$ cat src/rtl/bullet_pkg.sv
// Shared constants and the per-slot record used by the bullet pool and its slots.
package bullet_pkg;

    localparam int DEF_NUM_BULLETS = 4;
    localparam int DEF_Y_STEP      = 4;
    localparam int DEF_Y_START     = 136;
    localparam int DEF_Y_MIN       = 0;
    localparam int DEF_COOLDOWN    = 8;

    localparam int COORD_W = 10;
    localparam int CD_W    = 8;

    typedef struct packed {
        logic               active;
        logic [COORD_W-1:0] x;
        logic [COORD_W-1:0] y;
    } slot_t;

    // Parked state of a slot that is not in flight.
    function automatic slot_t idle_slot(input int y_start);
        slot_t s;
        s.active = 1'b0;
        s.x      = '0;
        s.y      = COORD_W'(y_start);
        return s;
    endfunction

endpackage

$ cat src/rtl/bullet_slot.sv
// One bullet slot: launch when idle, climb Y_STEP per frame, park on hit or at the ceiling.
module bullet_slot
    import bullet_pkg::*;
#(
    parameter int Y_STEP  = DEF_Y_STEP,
    parameter int Y_START = DEF_Y_START,
    parameter int Y_MIN   = DEF_Y_MIN
) (
    input  logic               frame_clk,
    input  logic               Reset,
    input  logic               launch_i,
    input  logic [COORD_W-1:0] launch_x_i,
    input  logic               hit_i,
    output logic               active_o,
    output logic [COORD_W-1:0] x_o,
    output logic [COORD_W-1:0] y_o
);

    // One extra bit so Y_MIN + Y_STEP never wraps against a 10-bit Y.
    localparam logic [COORD_W:0] CEIL_LIMIT = (COORD_W + 1)'(Y_MIN + Y_STEP);

    slot_t slot_q;
    slot_t slot_d;
    logic  can_move;

    assign can_move = {1'b0, slot_q.y} >= CEIL_LIMIT;

    always_comb begin
        // NOTE: default first so every path assigns slot_d and no latch is inferred.
        slot_d = slot_q;
        if (slot_q.active) begin
            if (hit_i || !can_move) begin
                slot_d = idle_slot(Y_START);
            end else begin
                slot_d.y = slot_q.y - COORD_W'(Y_STEP);
            end
        end else if (launch_i) begin
            slot_d.active = 1'b1;
            slot_d.x      = launch_x_i;
            slot_d.y      = COORD_W'(Y_START);
        end
    end

    always_ff @(posedge frame_clk or posedge Reset) begin
        // NOTE: non-blocking so every slot and the pool update from the same pre-edge state.
        if (Reset) begin
            slot_q <= idle_slot(Y_START);
        end else begin
            slot_q <= slot_d;
        end
    end

    assign active_o = slot_q.active;
    assign x_o      = slot_q.x;
    assign y_o      = slot_q.y;

endmodule

$ cat src/rtl/bullet_pool.sv
// Bullet pool: fire-edge detection, cooldown, lowest-free slot allocation over NUM_BULLETS slots.
module bullet_pool
    import bullet_pkg::*;
#(
    parameter int NUM_BULLETS = DEF_NUM_BULLETS,
    parameter int Y_STEP      = DEF_Y_STEP,
    parameter int Y_START     = DEF_Y_START,
    parameter int Y_MIN       = DEF_Y_MIN,
    parameter int COOLDOWN    = DEF_COOLDOWN
) (
    input  logic                           frame_clk,
    input  logic                           Reset,
    input  logic                           fire,
    input  logic [COORD_W-1:0]             player_X,
    input  logic [NUM_BULLETS-1:0]         hit,
    output logic [NUM_BULLETS*COORD_W-1:0] bullet_X,
    output logic [NUM_BULLETS*COORD_W-1:0] bullet_Y,
    output logic [NUM_BULLETS-1:0]         bullet_active,
    output logic                           fire_accepted,
    output logic                           fire_dropped
);

    logic                   fire_q;
    logic                   armed_q;
    logic [CD_W-1:0]        cooldown_q;
    logic [CD_W-1:0]        cooldown_d;
    logic                   accepted_q;
    logic                   dropped_q;

    logic                   fire_edge;
    logic                   accept;
    logic                   free_found;
    logic [NUM_BULLETS-1:0] lowest_free;
    logic [NUM_BULLETS-1:0] launch;

    // armed_q stays low until fire is seen low, so a key held through reset is not an edge.
    assign fire_edge = fire & ~fire_q & armed_q;

    always_comb begin
        lowest_free = '0;
        free_found  = 1'b0;
        for (int i = 0; i < NUM_BULLETS; i++) begin
            if (!bullet_active[i] && !free_found) begin
                lowest_free[i] = 1'b1;
                free_found     = 1'b1;
            end
        end
    end

    assign accept = fire_edge && (cooldown_q == '0) && free_found;
    assign launch = accept ? lowest_free : '0;

    always_comb begin
        if (accept) begin
            cooldown_d = CD_W'(COOLDOWN);
        end else if (cooldown_q != '0) begin
            cooldown_d = cooldown_q - CD_W'(1);
        end else begin
            cooldown_d = cooldown_q;
        end
    end

    always_ff @(posedge frame_clk or posedge Reset) begin
        if (Reset) begin
            fire_q     <= 1'b0;
            armed_q    <= 1'b0;
            cooldown_q <= '0;
            accepted_q <= 1'b0;
            dropped_q  <= 1'b0;
        end else begin
            fire_q     <= fire;
            armed_q    <= armed_q | ~fire;
            cooldown_q <= cooldown_d;
            accepted_q <= accept;
            dropped_q  <= fire_edge & ~accept;
        end
    end

    assign fire_accepted = accepted_q;
    assign fire_dropped  = dropped_q;

    for (genvar g = 0; g < NUM_BULLETS; g++) begin : g_slot
        bullet_slot #(
            .Y_STEP  (Y_STEP),
            .Y_START (Y_START),
            .Y_MIN   (Y_MIN)
        ) u_slot (
            .frame_clk  (frame_clk),
            .Reset      (Reset),
            .launch_i   (launch[g]),
            .launch_x_i (player_X),
            .hit_i      (hit[g]),
            .active_o   (bullet_active[g]),
            .x_o        (bullet_X[g*COORD_W +: COORD_W]),
            .y_o        (bullet_Y[g*COORD_W +: COORD_W])
        );
    end

endmodule

$ cat config.mk
export PLATFORM = sky130hd
export DESIGN_NAME = bullet_pool
export DESIGN_NICKNAME = d
export VERILOG_FILES = /design/src/rtl/bullet_pkg.sv /design/src/rtl/bullet_slot.sv /design/src/rtl/bullet_pool.sv
export SDC_FILE = /design/constraint.sdc
export NUM_CORES = 1
export LEC_CHECK = 0
export ABC_CLOCK_PERIOD_IN_PS = 2950
export CAP_MARGIN = 10
export CORE_MARGIN = 2
export CORE_UTILIZATION = 50
export DETAILED_ROUTE_END_ITERATION = 10
export PLACE_DENSITY = 0.87
export RECOVER_POWER = 25
export SLEW_MARGIN = 30
export SYNTH_ARGS = -nofsm -noshare
export SYNTH_HDL_FRONTEND = slang
export SYNTH_SLANG_ARGS = --single-unit
$ cat constraint.sdc
create_clock -name frame_clk -period 2.95 [get_ports frame_clk]
set_input_delay 0.295 -clock frame_clk [delete_from_list [all_inputs] [get_ports frame_clk]]
set_output_delay 0.295 -clock frame_clk [all_outputs]
set_load 0.01 [all_outputs]
After elaboration in Yosys (flattened, before gate mapping)
Cells that the tools add are included.
{"block": "op_classes", "reduce_logical": 29, "mux": 26, "n_eq_ne": 4, "addsub": 5, "magnitude_cmp": 4, "n_bitwise": 7}
{"operator": "$mux 21", "n": 8}
{"operator": "$mux 11", "n": 4}
{"operator": "$ge 10x3->1 const B", "n": 4}
{"operator": "$mux 10", "n": 4}
{"operator": "$sub 10x3->10 const B", "n": 4}
{"operator": "$mux 8", "n": 2}
{"operator": "$reduce_bool 2->1", "n": 5}
{"operator": "$logic_not 1->1", "n": 9}
{"operator": "$logic_not 8->1", "n": 1}
{"operator": "$ne 2x2->1 const B", "n": 4}
{"operator": "$reduce_and 2->1", "n": 4}
{"operator": "$reduce_bool 8->1", "n": 1}
{"operator": "$sub 8x1->8 const B", "n": 1}
{"operator": "$mux 1", "n": 7}
{"operator": "$logic_and 1x1->1", "n": 5}
{"operator": "$logic_or 1x1->1", "n": 4}
{"operator": "$mux 4", "n": 1}
{"operator": "$and 1x1->1", "n": 3}
{"operator": "$not 1->1", "n": 3}
{"operator": "$or 1x1->1", "n": 1}
{"block": "totals", "register_bits": 96}

Logic depth before layout (Yosys ltp)
Gate-level depths: netlist (run 1).
{"block": "depth", "depth_word": 13, "ltp_mapped": 8, "depth_no_buf": 6}

By module
Synthesis (run 1) repeated with hierarchy kept, for this count alone.
{"block": "unflattened", "hier_cells": 485, "hier_area_um2": 4952.2}
{"mod": "bullet_slot", "seq_area_each_um2": 478.0, "area_each_um2": 1087.3, "cells_each": 107, "n_inst": 4}
{"mod": "bullet_pool", "seq_area_each_um2": 300.3, "area_each_um2": 603.1, "cells_each": 57, "n_inst": 1}

Worst setup path before layout (run 1)
OpenSTA, ideal clock, no wires.
{"block": "synth_timing", "kind": "flip-flop to flip-flop", "startpoint": "register g_slot[0].u_slot.slot_q, in the netlist g_slot[0].u_slot.y_o[3]", "endpoint": "register g_slot[0].u_slot.slot_q, in the netlist g_slot[0].u_slot.x_o[0]", "arrival_time_ns": 1.910, "path_stages_with_launch": 8, "path_buffers": 1, "setup_ns": 0.121, "path_slack_ns": 0.919, "cell_sequence": "dfstp_2 inv_1 ha_1 nor4b_1 a21oi_1 or2_1 buf_2 a22o_1"}
{"block": "synth_via", "elab_chain_cells": 5}
{"element": "start, declared", "line": "bullet_slot.sv:22", "source": "slot_t slot_q;"}
{"element": "start signal, assigned", "line": "bullet_slot.sv:47", "source": "slot_q <= idle_slot(Y_START);"}
{"element": "start signal, assigned", "line": "bullet_slot.sv:49", "source": "slot_q <= slot_d;"}
{"element": "$ge 10x3->1", "line": "bullet_slot.sv:26", "source": "assign can_move = {1'b0, slot_q.y} >= CEIL_LIMIT;"}
{"element": "$logic_not 1->1", "line": "bullet_slot.sv:32", "source": "if (hit_i || !can_move) begin"}
{"element": "$logic_or 1x1->1", "line": "bullet_slot.sv:32"}
{"element": "$ne 2x2->1 (no source line)"}
{"element": "$reduce_and 2->1 (no source line)"}
Every way passes these cells.
A chain may end at the register's enable or synchronous reset.

Worst setup path in the final report (run 1)
{"block": "layout_timing", "startpoint": "register cooldown_q[0]", "endpoint": "register g_slot[0].u_slot.slot_q, in the netlist g_slot[0].u_slot.x_o[1]"}
{"block": "layout_via", "elab_chain_cells": 6}
{"element": "start, declared", "line": "bullet_pool.sv:25", "source": "logic [CD_W-1:0] cooldown_q;"}
{"element": "start signal, assigned", "line": "bullet_pool.sv:73", "source": "cooldown_q <= cooldown_d;"}
{"element": "$logic_not 8->1", "line": "bullet_pool.sv:50", "source": "assign accept = fire_edge && (cooldown_q == '0) && free_found;"}
{"element": "$logic_and 1x1->1 (2 in series)", "line": "bullet_pool.sv:50"}
{"element": "$mux 4", "line": "bullet_pool.sv:51", "source": "assign launch = accept ? lowest_free : '0;"}
{"element": "$reduce_bool 2->1 (no source line)"}
{"element": "$reduce_and 2->1 (no source line)"}
Every way passes these cells.

==> metrics.md, run 1 <==
| Metric | Value |
|---|---|
| Clock power share | 0.263 |
| CTS clk-pin slew, worst paths | 100 ps |
| R2R Path Start | cooldown_q[0]$_DFFE_PP0P_ |
| Layout Skew | 14.8 ps |
| Worst setup SP type | flip-flop |
| Total power draw | 3140 uW |
| Post-detail-place hpwl | 7.69 mm |
| Critical R2R Capture | g_slot[0].u_slot.x_o[1]$_DFFE_PP0P_ |
| Max IR drop VDD | 0.359 mV |
| Leakage | 0.00233 uW |
| Die width | 95.8 um |
| Core area | 8180 um^2 |
| Initial DRC count | 235 |
| Part of the power in registers | 0.493 |
| Pwr Density | 581 nW/um^2 |
| Setup slack at placement | 406 ps |
| P&R area growth vs syn | 28.5% |
| Vias | 3608 |
| Worst skew pair latency | 380 ps |
| Number of remaining DRC errors | 0 |
| Ys Warns | 0 |
| Initial antenna violation count | 0 |
| RSZ-0062 raised after global routing | false |
| CTS buffer count | 9 |
| Final min period | 2570 ps |
| Final Worst Setup Slack | 378 ps |
| Synth async-reset ratio | 1.00 |
| Switching power share of the total | 0.331 |
| Number of top-level pins | 103 |
| GRT Overall Usage | 0.246 |
| Sinks on Clock Net | 88 |
| Least-Margin Pin Slew | 1850 ps |
| Relative slew slack | -0.243 |
| Ant. Diodes | 0 |
| WL/cell | 17.5 um |
| DRT Wirelength | 10.7 mm |
| H-tree Lvls | 3 |
| R2R cell count | 6 |
| TritonRoute pass-1 iters | 6 |
| Number of synthesized register bits | 88 |
| EDFF count, synth | 0 |
| NetSw | 1040 uW |
| Die area | 9170 um^2 |
| Gpl congestion | 0.872 |
| Critical path fanouts, max | 10 |
| Post-CTS Setup Bufs | 0 |
| CP required | 3210 ps |
| First-pass GRT wire length | 17.2 mm |
| Placed Cells | 594 |
| Synth cell types | 59 |
| Area of the mapped netlist | 4210 um^2 |
| Grt ovf | 0 |
| Critical setup path kind | flip-flop to flip-flop |
| R2r setup slk | 380 ps |
| Pin count of the biggest net entering global routing | 48 |
| Post-cts resize count | 0 |
| CTS tree | built |
| Hold Crit Endpoint | armed_q$_DFF_PP0_ |
| Final setup viols | 0 |
| Die Y | 95.8 um |
| Setup crit end kind | flip-flop |
| Worst hold slack | 486 ps |
| Share of cells above drive strength 1 | 0.0832 |
| Worst Hold Class | flip-flop to flip-flop |
| Final Hold Fails | 0 |
| Status | finished with violations |
| Critical path origin | cooldown_q[0]$_DFFE_PP0P_ |
| Row count | 33 |
| Share of total power in combinational logic | 0.244 |
| Initial Utilization | 0.515 |
| Mean Syn Cell Area | 10.3 um^2 |
| Clock Path Buffers | 2 |
| Max-cap viol count | 1 |
| CTS root buf | clkbuf_8 |
| Vias in the first global route | 3442 |
| Int Power | 2100 uW |
| Setup TNS | 0 ps |
| Ys flop type | dfrtp_1 |
| Sequential cell area fraction in the yosys report | 0.526 |
| CP Data Arrival Time | 2840 ps |
| Final nets | 526 |
| Non-Filler Instances | 610 |
| Worst hold start | armed_q$_DFF_PP0_ |
| Hold depth | 1 |
| DRT antenna net count | 0 |
| Hold-fix buffers, CTS | 0 |
| Syn Inst Count | 408 |
| Fmax | 389 MHz |
| Failing checks | capacitance limit, slew limit |
| Number of I/O port buffers | 94 |
| Fin crit share | 0.872 |
| DR vias/cell | 5.91 |
| Slew Limit Fails | 42 |
flip-flops by register name, indices dropped and copies added, names as in the netlist:
| register | cells |
|---|---|
| g_slot.u_slot.x_o | 40 |
| g_slot.u_slot.y_o | 32 |
| cooldown_q | 8 |
| g_slot.u_slot.active_o | 4 |
| armed_q | 1 |
| fire_accepted | 1 |
| fire_dropped | 1 |
| fire_q | 1 |
through the flow:
step	instance area [um^2]	util
3_3_place_gp	5220	0.638
2_1_floorplan	4240	-
3_5_place_dp	5220	0.638
6_report	5410	0.662
5_1_grt	5410	0.662
4_1_cts	5410	0.662
layer usage:
| layer | global-route usage | up-vias | routed length, um |
|---|---|---|---|
| li1 | - | 1653 | - |
| met1 | 0.338 | 1793 | 4610 |
| met2 | 0.394 | 136 | 5240 |
| met3 | 0.0525 | 26 | 633 |
| met4 | 0.0738 | 0 | 216 |
| met5 | 0 | - | 0 |
worst max-delay path by stage:
stage / to / slack (ps) / cells past startpoint
2_1_floorplan: armed_q$_DFF_PP0_ / 390 / 1
3_3_place_gp: g_slot[0].u_slot.x_o[6]$_DFFE_PP0P_ / 500 / 6
3_5_place_dp: g_slot[0].u_slot.x_o[0]$_DFFE_PP0P_ / 410 / 6
4_1_cts: g_slot[0].u_slot.x_o[1]$_DFFE_PP0P_ / 410 / 6
5_1_grt: g_slot[0].u_slot.x_o[1]$_DFFE_PP0P_ / 140 / 6
6_report: g_slot[0].u_slot.x_o[1]$_DFFE_PP0P_ / 380 / 6
synthesized netlist by cell type (3+ instances only):
cell type / count / area share
dfrtp_1: 80 / 0.48
nand2_1: 48 / 0.043
o21ai_0: 28 / 0.033
nor2_1: 24 / 0.021
inv_1: 21 / 0.019
o2bb2ai_1: 21 / 0.044
a22o_1: 20 / 0.042
a21oi_1: 17 / 0.020
buf_4: 12 / 0.021
nor3_1: 12 / 0.014
ha_1: 9 / 0.027
clkbuf_1: 8 / 0.0071
dfstp_2: 8 / 0.050
nand2b_1: 8 / 0.012
a21o_1: 6 / 0.011
buf_2: 6 / 0.0071
or3_1: 6 / 0.0089
nor4_1: 5 / 0.0074
and3_1: 4 / 0.0059
a31oi_1: 3 / 0.0045
a41oi_1: 3 / 0.0062
nor2b_1: 3 / 0.0045
nor3b_1: 3 / 0.0054
nor4b_1: 3 / 0.0062
o22ai_1: 3 / 0.0045
xnor2_1: 3 / 0.0062
worst max-delay path: stages (launching register included):
cell and delay, ps:
dfrtp_1 420, inv_1 80, ha_1 220, nor4b_2 540, a31oi_1 450, or2_1 470, a22o_1 290
cells in the final DEF, fill, tap and decap left out, types with 4 or more instances in the layout:
| cell | synthesis | routed |
|---|---|---|
| clkdlybuf4s50_1 | 0 | 92 |
| a22o_1 | 20 | 20 |
| conb_1 | 1 | 8 |
| nand2_1 | 48 | 48 |
| nor2_1 | 24 | 24 |
| and3_1 | 4 | 4 |
| dfrtp_1 | 80 | 80 |
| nor4_1 | 5 | 5 |
| inv_1 | 21 | 20 |
| a21o_1 | 6 | 6 |
| ha_1 | 9 | 9 |
| nand2b_1 | 8 | 8 |
| a21oi_1 | 17 | 17 |
| clkbuf_8 | 0 | 9 |
| dfstp_2 | 8 | 8 |
| inv_8 | 0 | 4 |
| o2bb2ai_1 | 21 | 21 |
| nor3_1 | 12 | 12 |
| or3_1 | 6 | 6 |
| o21ai_0 | 28 | 28 |
| buf_4 | 12 | 5 |
kinds of logic (layout without fill, tap and decap cells):
kind of cell    after synthesis  in the layout  synth area share
simple gates                137            137             0.175
xor+xnor                      3              3           0.00624
buf+inv                      47            137            0.0544
mux                           3              3           0.00743
fa+ha+maj                     9              9            0.0268
other cells                   1              8          0.000891
compound gates              120            120             0.204
flops                        88             88             0.526
layout make-up:
class                      instances  area, um^2
tap                              105         131
timing repair buffer             100         998
multi-input combinational        280        1790
fill                             635        2770
sequential                        88        2210
inverter                          21        80.1
clock inverter                     7        70.1
clock buffer                       9         124
power groups by stage:
stage	sequential, uW	clock [uW]	combinational (uW)
4_1_cts	1540	834	768
3_5_place_dp	1560	0	767
2_1_floorplan	1560	0	394
3_3_place_gp	1550	0	733
5_1_grt	1570	892	848
6_report	1550	826	766
Note: power is estimated with default switching activity, not from simulation.
==> run 2, diff against run 1 <==
CORE_ASPECT_RATIO = 0.5   (was not set)
==> run 2 against run 1 <==
Net effect: the flow now finishes without violations; clock power up 37%; power up 9.1%; design area up 2.2%; setup slack better by 200 ps; clock-buffer cell count unchanged; sequential share of layout area is 0.86 points lower; clock skew fell by 7.9 ps; largest power group unchanged.
==> metrics.md, run 2 (synthesis gave the netlist of run 1 again) <==
| Metric | Value |
|---|---|
| Gpl congestion | 0.913 (+4.7%) |
| Clock Path Buffers | 2 (unchanged) |
| Final Worst Setup Slack | 577 ps (+200 ps) |
| Slew Limit Fails | 0 (-100%) |
| Status | finished clean |
| DP Area | 5230 um^2 (+0.31%) |
| Max IR drop VDD | 0.414 mV (+15%) |
| Pwr Density | 621 nW/um^2 (+6.8%) |
| Ant. Diodes | 0 (unchanged) |
| Commonest cells after routing, fill and taps aside | 92 x clkdlybuf4s50_1, 80 x dfrtp_1, 48 x nand2_1 |
| R2R cell count | 7 (+1) |
| R2R Path Start | cooldown_q[0]$_DFFE_PP0P_ |
| Top Usage Layer GRT | met2 |
| Hold-fix buffers, CTS | 0 (unchanged) |
| WL/cell | 16.5 um (-5.9%) |
| Final min period | 2370 ps (-200 ps) |
| Sinks on Clock Net | 88 (unchanged) |
| Vias | 3484 (-3.4%) |
| Setup TNS | 0 ps (unchanged) |
| Fmax | 421 MHz (+8.4%) |
| Post-CTS Setup Bufs | 0 (unchanged) |
| Post-detail-place hpwl | 7.12 mm (-7.3%) |
| Crit path max-delay cell type | nor4_4 |
| CP delay by family, top | simple AND/OR/NAND/NOR gates |
| Post-cts resize count | 0 (unchanged) |
| CP required | 3210 ps (about the same) |
| RSZ-0062 raised after global routing | false |
| R2r setup slk | 580 ps (+200 ps) |
| Worst path depth | 7 (+1) |
| Vias in the first global route | 3233 (-6.1%) |
| DRT Wirelength | 10.2 mm (-4.7%) |
| Share of cells above drive strength 1 | 0.0850 (+0.00181) |
| Worst path bufs/invs | 2 (+1) |
| Grt ovf | 0 (unchanged) |
| Initial antenna violation count | 0 (unchanged) |
| Critical-path cell list | inv_1 > ha_1 > nor4b_2 > buf_4 > nand3_2 > nor4_4 > o2bb2ai_1 |
| Die width | 134 um (+40%) |
| Leading cell type in the layout, fill and taps excluded | clkdlybuf4s50_1 |
| Flip-flop count of the largest register after layout | 40 (unchanged) |
| Die area | 9210 um^2 (+0.48%) |
| Critical path origin | cooldown_q[0]$_DFFE_PP0P_ |
| TritonRoute pass-1 iters | 4 (-2) |
| Met3 usage | 0.0585 (+0.00601) |
| CTS tree | built |
| GR Layer Usage met1 | 0.304 (-0.0344) |
| Row count | 23 (-30%) |
| Fin crit share | 0.804 (-0.0677) |
| P&R area growth vs syn | 31.3% |
| CTS buffer count | 9 (unchanged) |
| Number of top-level pins | 103 (unchanged) |
| Pin count of the biggest net entering global routing | 59 (+23%) |
| CTS root buf | clkbuf_16 |
| Worst Hold Class | flip-flop to flip-flop |
| Finished Cell Area | 5530 um^2 (+2.2%) |
| Leakage | 0.00239 uW (+2.3%) |
| CTS clk-pin slew, worst paths | 70 ps (-30 ps) |
| Relative slew slack | 0.0946 (+0.337) |
| Critical path fanouts, max | 10 (unchanged) |
| Layout Skew | 6.90 ps (-7.92 ps) |
| Worst Setup EP | g_slot[3].u_slot.x_o[8]$_DFFE_PP0P_ |
| Number of I/O port buffers | 94 (unchanged) |
| Worst setup SP type | flip-flop |
| Critical setup path kind | flip-flop to flip-flop |
| Setup crit end kind | flip-flop |
| Least-Margin Pin Slew | 1350 ps (-503 ps) |
| First-pass GRT wire length | 16.4 mm (-4.5%) |
| Worst skew pair latency | 340 ps (-40 ps) |
| Final nets | 527 (+0.19%) |
| Final setup viols | 0 (unchanged) |
| Initial Utilization | 0.521 (+0.00566) |
| GRT Overall Usage | 0.232 (-0.0140) |
| DRT antenna net count | 0 (unchanged) |
| Met2 Track Usage GR | 0.386 (-0.00804) |
| Number of remaining DRC errors | 0 (unchanged) |
| Max-cap viol count | 0 (-1) |
| Initial DRC count | 276 (+17%) |
| H-tree Lvls | 3 (unchanged) |
| Core area | 8090 um^2 (-1.1%) |
| DR vias/cell | 5.64 (-4.7%) |
| Setup slack at placement | 586 ps (+180 ps) |
| Critical R2R Capture | g_slot[3].u_slot.x_o[8]$_DFFE_PP0P_ |
| CP Data Arrival Time | 2630 ps (-210 ps) |
| Largest stage delay, worst path | 530 ps (about the same) |
| Worst hold start | armed_q$_DFF_PP0_ |
| Final Hold Fails | 0 (unchanged) |
| Die Y | 68.9 um (-28%) |
==> run 2: cell count changes in the layout (fill, tap and decap cells not counted), sizes merged <==
cell / delta
clkinvlp: -1
inv: +1
buf: +1
==> run 2: where the power goes <==
part	internal [uW]	leakage, uW	total, uW	switching, uW
combinational	401	0.00109	767	366
clock	600	0.000147	1130	530
sequential	1370	0.00115	1530	161
==> run 2: how the worst min path moves through the flow <==
stage,depth (start not counted),to,slack [ps]
detailed placement,1,armed_q$_DFF_PP0_,460
floorplan,0,fire_q$_DFF_PP0_,330
finish,1,armed_q$_DFF_PP0_,470
global route,1,armed_q$_DFF_PP0_,500
global placement,1,armed_q$_DFF_PP0_,440
CTS,2,g_slot[1].u_slot.y_o[6]$_DFFE_PP0P_,310
==> run 2: stage by stage <==
stage / hold slack [ps] / cells / util / power, uW
4_1_cts: 311 / 618 / 0.683 / 3450
2_1_floorplan: 326 / 415 / - / 1960
5_1_grt: 502 / 618 / 0.683 / 3610
6_report: 467 / 618 / 0.683 / 3430
3_5_place_dp: 458 / 602 / 0.647 / 2310
3_3_place_gp: 443 / 602 / 0.647 / 2280
==> run 2: area by class of cell <==
type / count / area, um^2
clock inverter: 7 / 68.8
tap: 112 / 140
fill: 604 / 2560
clock buffer: 9 / 225
timing repair buffer: 101 / 1010
sequential: 88 / 2210
inverter: 21 / 80.1
multi-input combinational: 280 / 1790
==> run 2: layer usage <==
layer | wire length [um] | vias up
met5 | 0 | -
met4 | 171 | 0
met3 | 490 | 14
met2 | 4990 | 96
met1 | 4550 | 1722
li1 | - | 1652
==> run 3, diff against run 2 <==
ABC_CLOCK_PERIOD_IN_PS = 2400   (was 2950)
clock period = 2.4 ns   (was 2.95 ns; I/O delays follow)
==> run 3 against run 2 <==
Net effect: combinational power up 23%; first-iteration DRC count down 21%; hold slack better by 4.3 ps; non-clock buffer count grew 7; clock-buffer cell count stayed put; sequential cell count unchanged; sequential power grew 23%; critical path type unchanged; critical endpoint is now g_slot[2].u_slot.x_o[8]$_DFFE_PP0P_; largest cell class unchanged.
==> metrics.md, run 3 (synthesis gave the netlist of run 1 again) <==
| Metric | Value |
|---|---|
| Row count | 23 (unchanged) |
| Final Hold Fails | 0 (unchanged) |
| Slew Limit Fails | 0 (unchanged) |
| DR vias/cell | 5.69 (+0.98%) |
| CTS clk-pin slew, worst paths | 60 ps (about the same) |
| Final nets | 534 (+1.3%) |
| Status | finished clean |
| Commonest cells after routing, fill and taps aside | 92 x clkdlybuf4s50_1, 80 x dfrtp_1, 47 x nand2_1 |
| Die area | 9210 um^2 (unchanged) |
| Number of top-level pins | 103 (unchanged) |
| Hold-fix buffers, CTS | 0 (unchanged) |
| Fin crit share | 0.878 (+0.0740) |
| Initial Utilization | 0.521 (unchanged) |
| Relative slew slack | 0.286 (+0.191) |
| Initial DRC count | 217 (-21%) |
| Share of cells above drive strength 1 | 0.0994 (+0.0144) |
| First-pass GRT wire length | 16.6 mm (+0.97%) |
| Worst Hold Class | flip-flop to flip-flop |
| Initial antenna violation count | 0 (unchanged) |
| DRT antenna net count | 0 (unchanged) |
| Sinks on Clock Net | 88 (unchanged) |
| WL/cell | 16.7 um (+1.2%) |
| Ant. Diodes | 0 (unchanged) |
| Layout Skew | 9.33 ps (+2.43 ps) |
| Post-detail-place hpwl | 7.17 mm (+0.67%) |
| Max IR drop VDD | 0.423 mV (+2.0%) |
| Post-cts resize count | 0 (unchanged) |
| CP required | 2640 ps (-570 ps) |
| CTS tree | built |
| Setup slack at placement | 237 ps (-349 ps) |
| Vias in the first global route | 3403 (+5.3%) |
| TritonRoute pass-1 iters | 4 (unchanged) |
| Die Y | 68.9 um (unchanged) |
| GRT Overall Usage | 0.234 (+0.00200) |
| R2R cell count | 6 (-1) |
| Leakage | 0.00241 uW (+1.1%) |
| Worst hold slack | 471 ps (+4.29 ps) |
| Worst skew pair latency | 350 ps (about the same) |
| Number of remaining DRC errors | 0 (unchanged) |
| Post-CTS Setup Bufs | 0 (unchanged) |
| Gpl congestion | 0.916 (+0.34%) |
| Pwr Density | 765 nW/um^2 (+23%) |
| Hold depth | 1 (unchanged) |
| Final setup viols | 0 (unchanged) |
| Worst setup SP type | flip-flop |
| Grt ovf | 0 (unchanged) |
| P&R area growth vs syn | 32.4% |
| Flip-flop count of the largest register after layout | 40 (unchanged) |
| RSZ-0062 raised after global routing | false |
| Die width | 134 um (unchanged) |
| CTS buffer count | 9 (unchanged) |
| Pin count of the biggest net entering global routing | 34 (-42%) |
| Final min period | 2110 ps (-265 ps) |
| CP Data Arrival Time | 2340 ps (-290 ps) |
| Fmax | 474 MHz (+13%) |
| Setup crit end kind | flip-flop |
| Least-Margin Pin Slew | 1070 ps (-285 ps) |
| Number of I/O port buffers | 94 (unchanged) |
| Vias | 3558 (+2.1%) |
| Core Util, Final | 0.689 (+0.00588) |
| DRT Wirelength | 10.4 mm (+2.3%) |
| Core area | 8090 um^2 (unchanged) |
| Clock Path Buffers | 2 (unchanged) |
| H-tree Lvls | 3 (unchanged) |
| Critical setup path kind | flip-flop to flip-flop |
| Setup TNS | 0 ps (unchanged) |
| CTS root buf | clkbuf_16 |
| Total power draw | 4260 uW (+24%) |
| Max-cap viol count | 0 (unchanged) |
| Critical path fanouts, max | 10 (unchanged) |
| Leading cell type in the layout, fill and taps excluded | clkdlybuf4s50_1 |
| Final Worst Setup Slack | 292 ps (-285 ps) |
## run 3: final timing paths
check                                                         start                                  end  slack, ps
worst max-delay path            g_slot[2].u_slot.y_o[3]$_DFFE_PP1P_  g_slot[2].u_slot.x_o[8]$_DFFE_PP0P_        290
worst min-delay path                              armed_q$_DFF_PP0_                    armed_q$_DFF_PP0_        470
worst max register to register  g_slot[2].u_slot.y_o[3]$_DFFE_PP1P_  g_slot[2].u_slot.x_o[8]$_DFFE_PP0P_        290
worst min register to register                    armed_q$_DFF_PP0_                    armed_q$_DFF_PP0_        470
max in group asynchronous                                     Reset  g_slot[3].u_slot.x_o[3]$_DFFE_PP0P_        570
min in group asynchronous                                     Reset  g_slot[0].u_slot.y_o[8]$_DFFE_PP0P_        550
## run 3: through the flow
step           instances  cell area (um^2)
2_1_floorplan        415              4240
6_report             625              5570
3_5_place_dp         609              5300
3_3_place_gp         609              5300
4_1_cts              625              5600
5_1_grt              625              5570
## run 3: power by group
part / internal, uW / total [uW] / switching (uW)
registers: 1690 / 1880 / 194
logic: 493 / 942 / 449
clock network: 817 / 1440 / 622
## run 3: layer usage
metal,vias up,share of wire,track usage
met2,92,0.49,0.404
met4,0,0.015,0.0864
met1,1785,0.44,0.295
met3,15,0.048,0.0556
met5,-,0,0
li1,1666,-,-
## run 3: final cells by class
| cell class | instances | area (um^2) |
|---|---|---|
| Inverter | 21 | 80.1 |
| Clock buffer | 9 | 225 |
| Clock inverter | 7 | 78.8 |
| Tap cell | 112 | 140 |
| Fill cell | 592 | 2510 |
| Timing Repair Buffer | 108 | 1040 |
| Multi-Input combinational cell | 280 | 1800 |
| Sequential cell | 88 | 2210 |
## run 3: worst max-delay path: stages (launching register included)
cell,delay [ps]
dfstp_2,570
inv_1,80
ha_1,190
nor4b_1,350
a21o_1,310
nand2_2,210
a22o_1,280
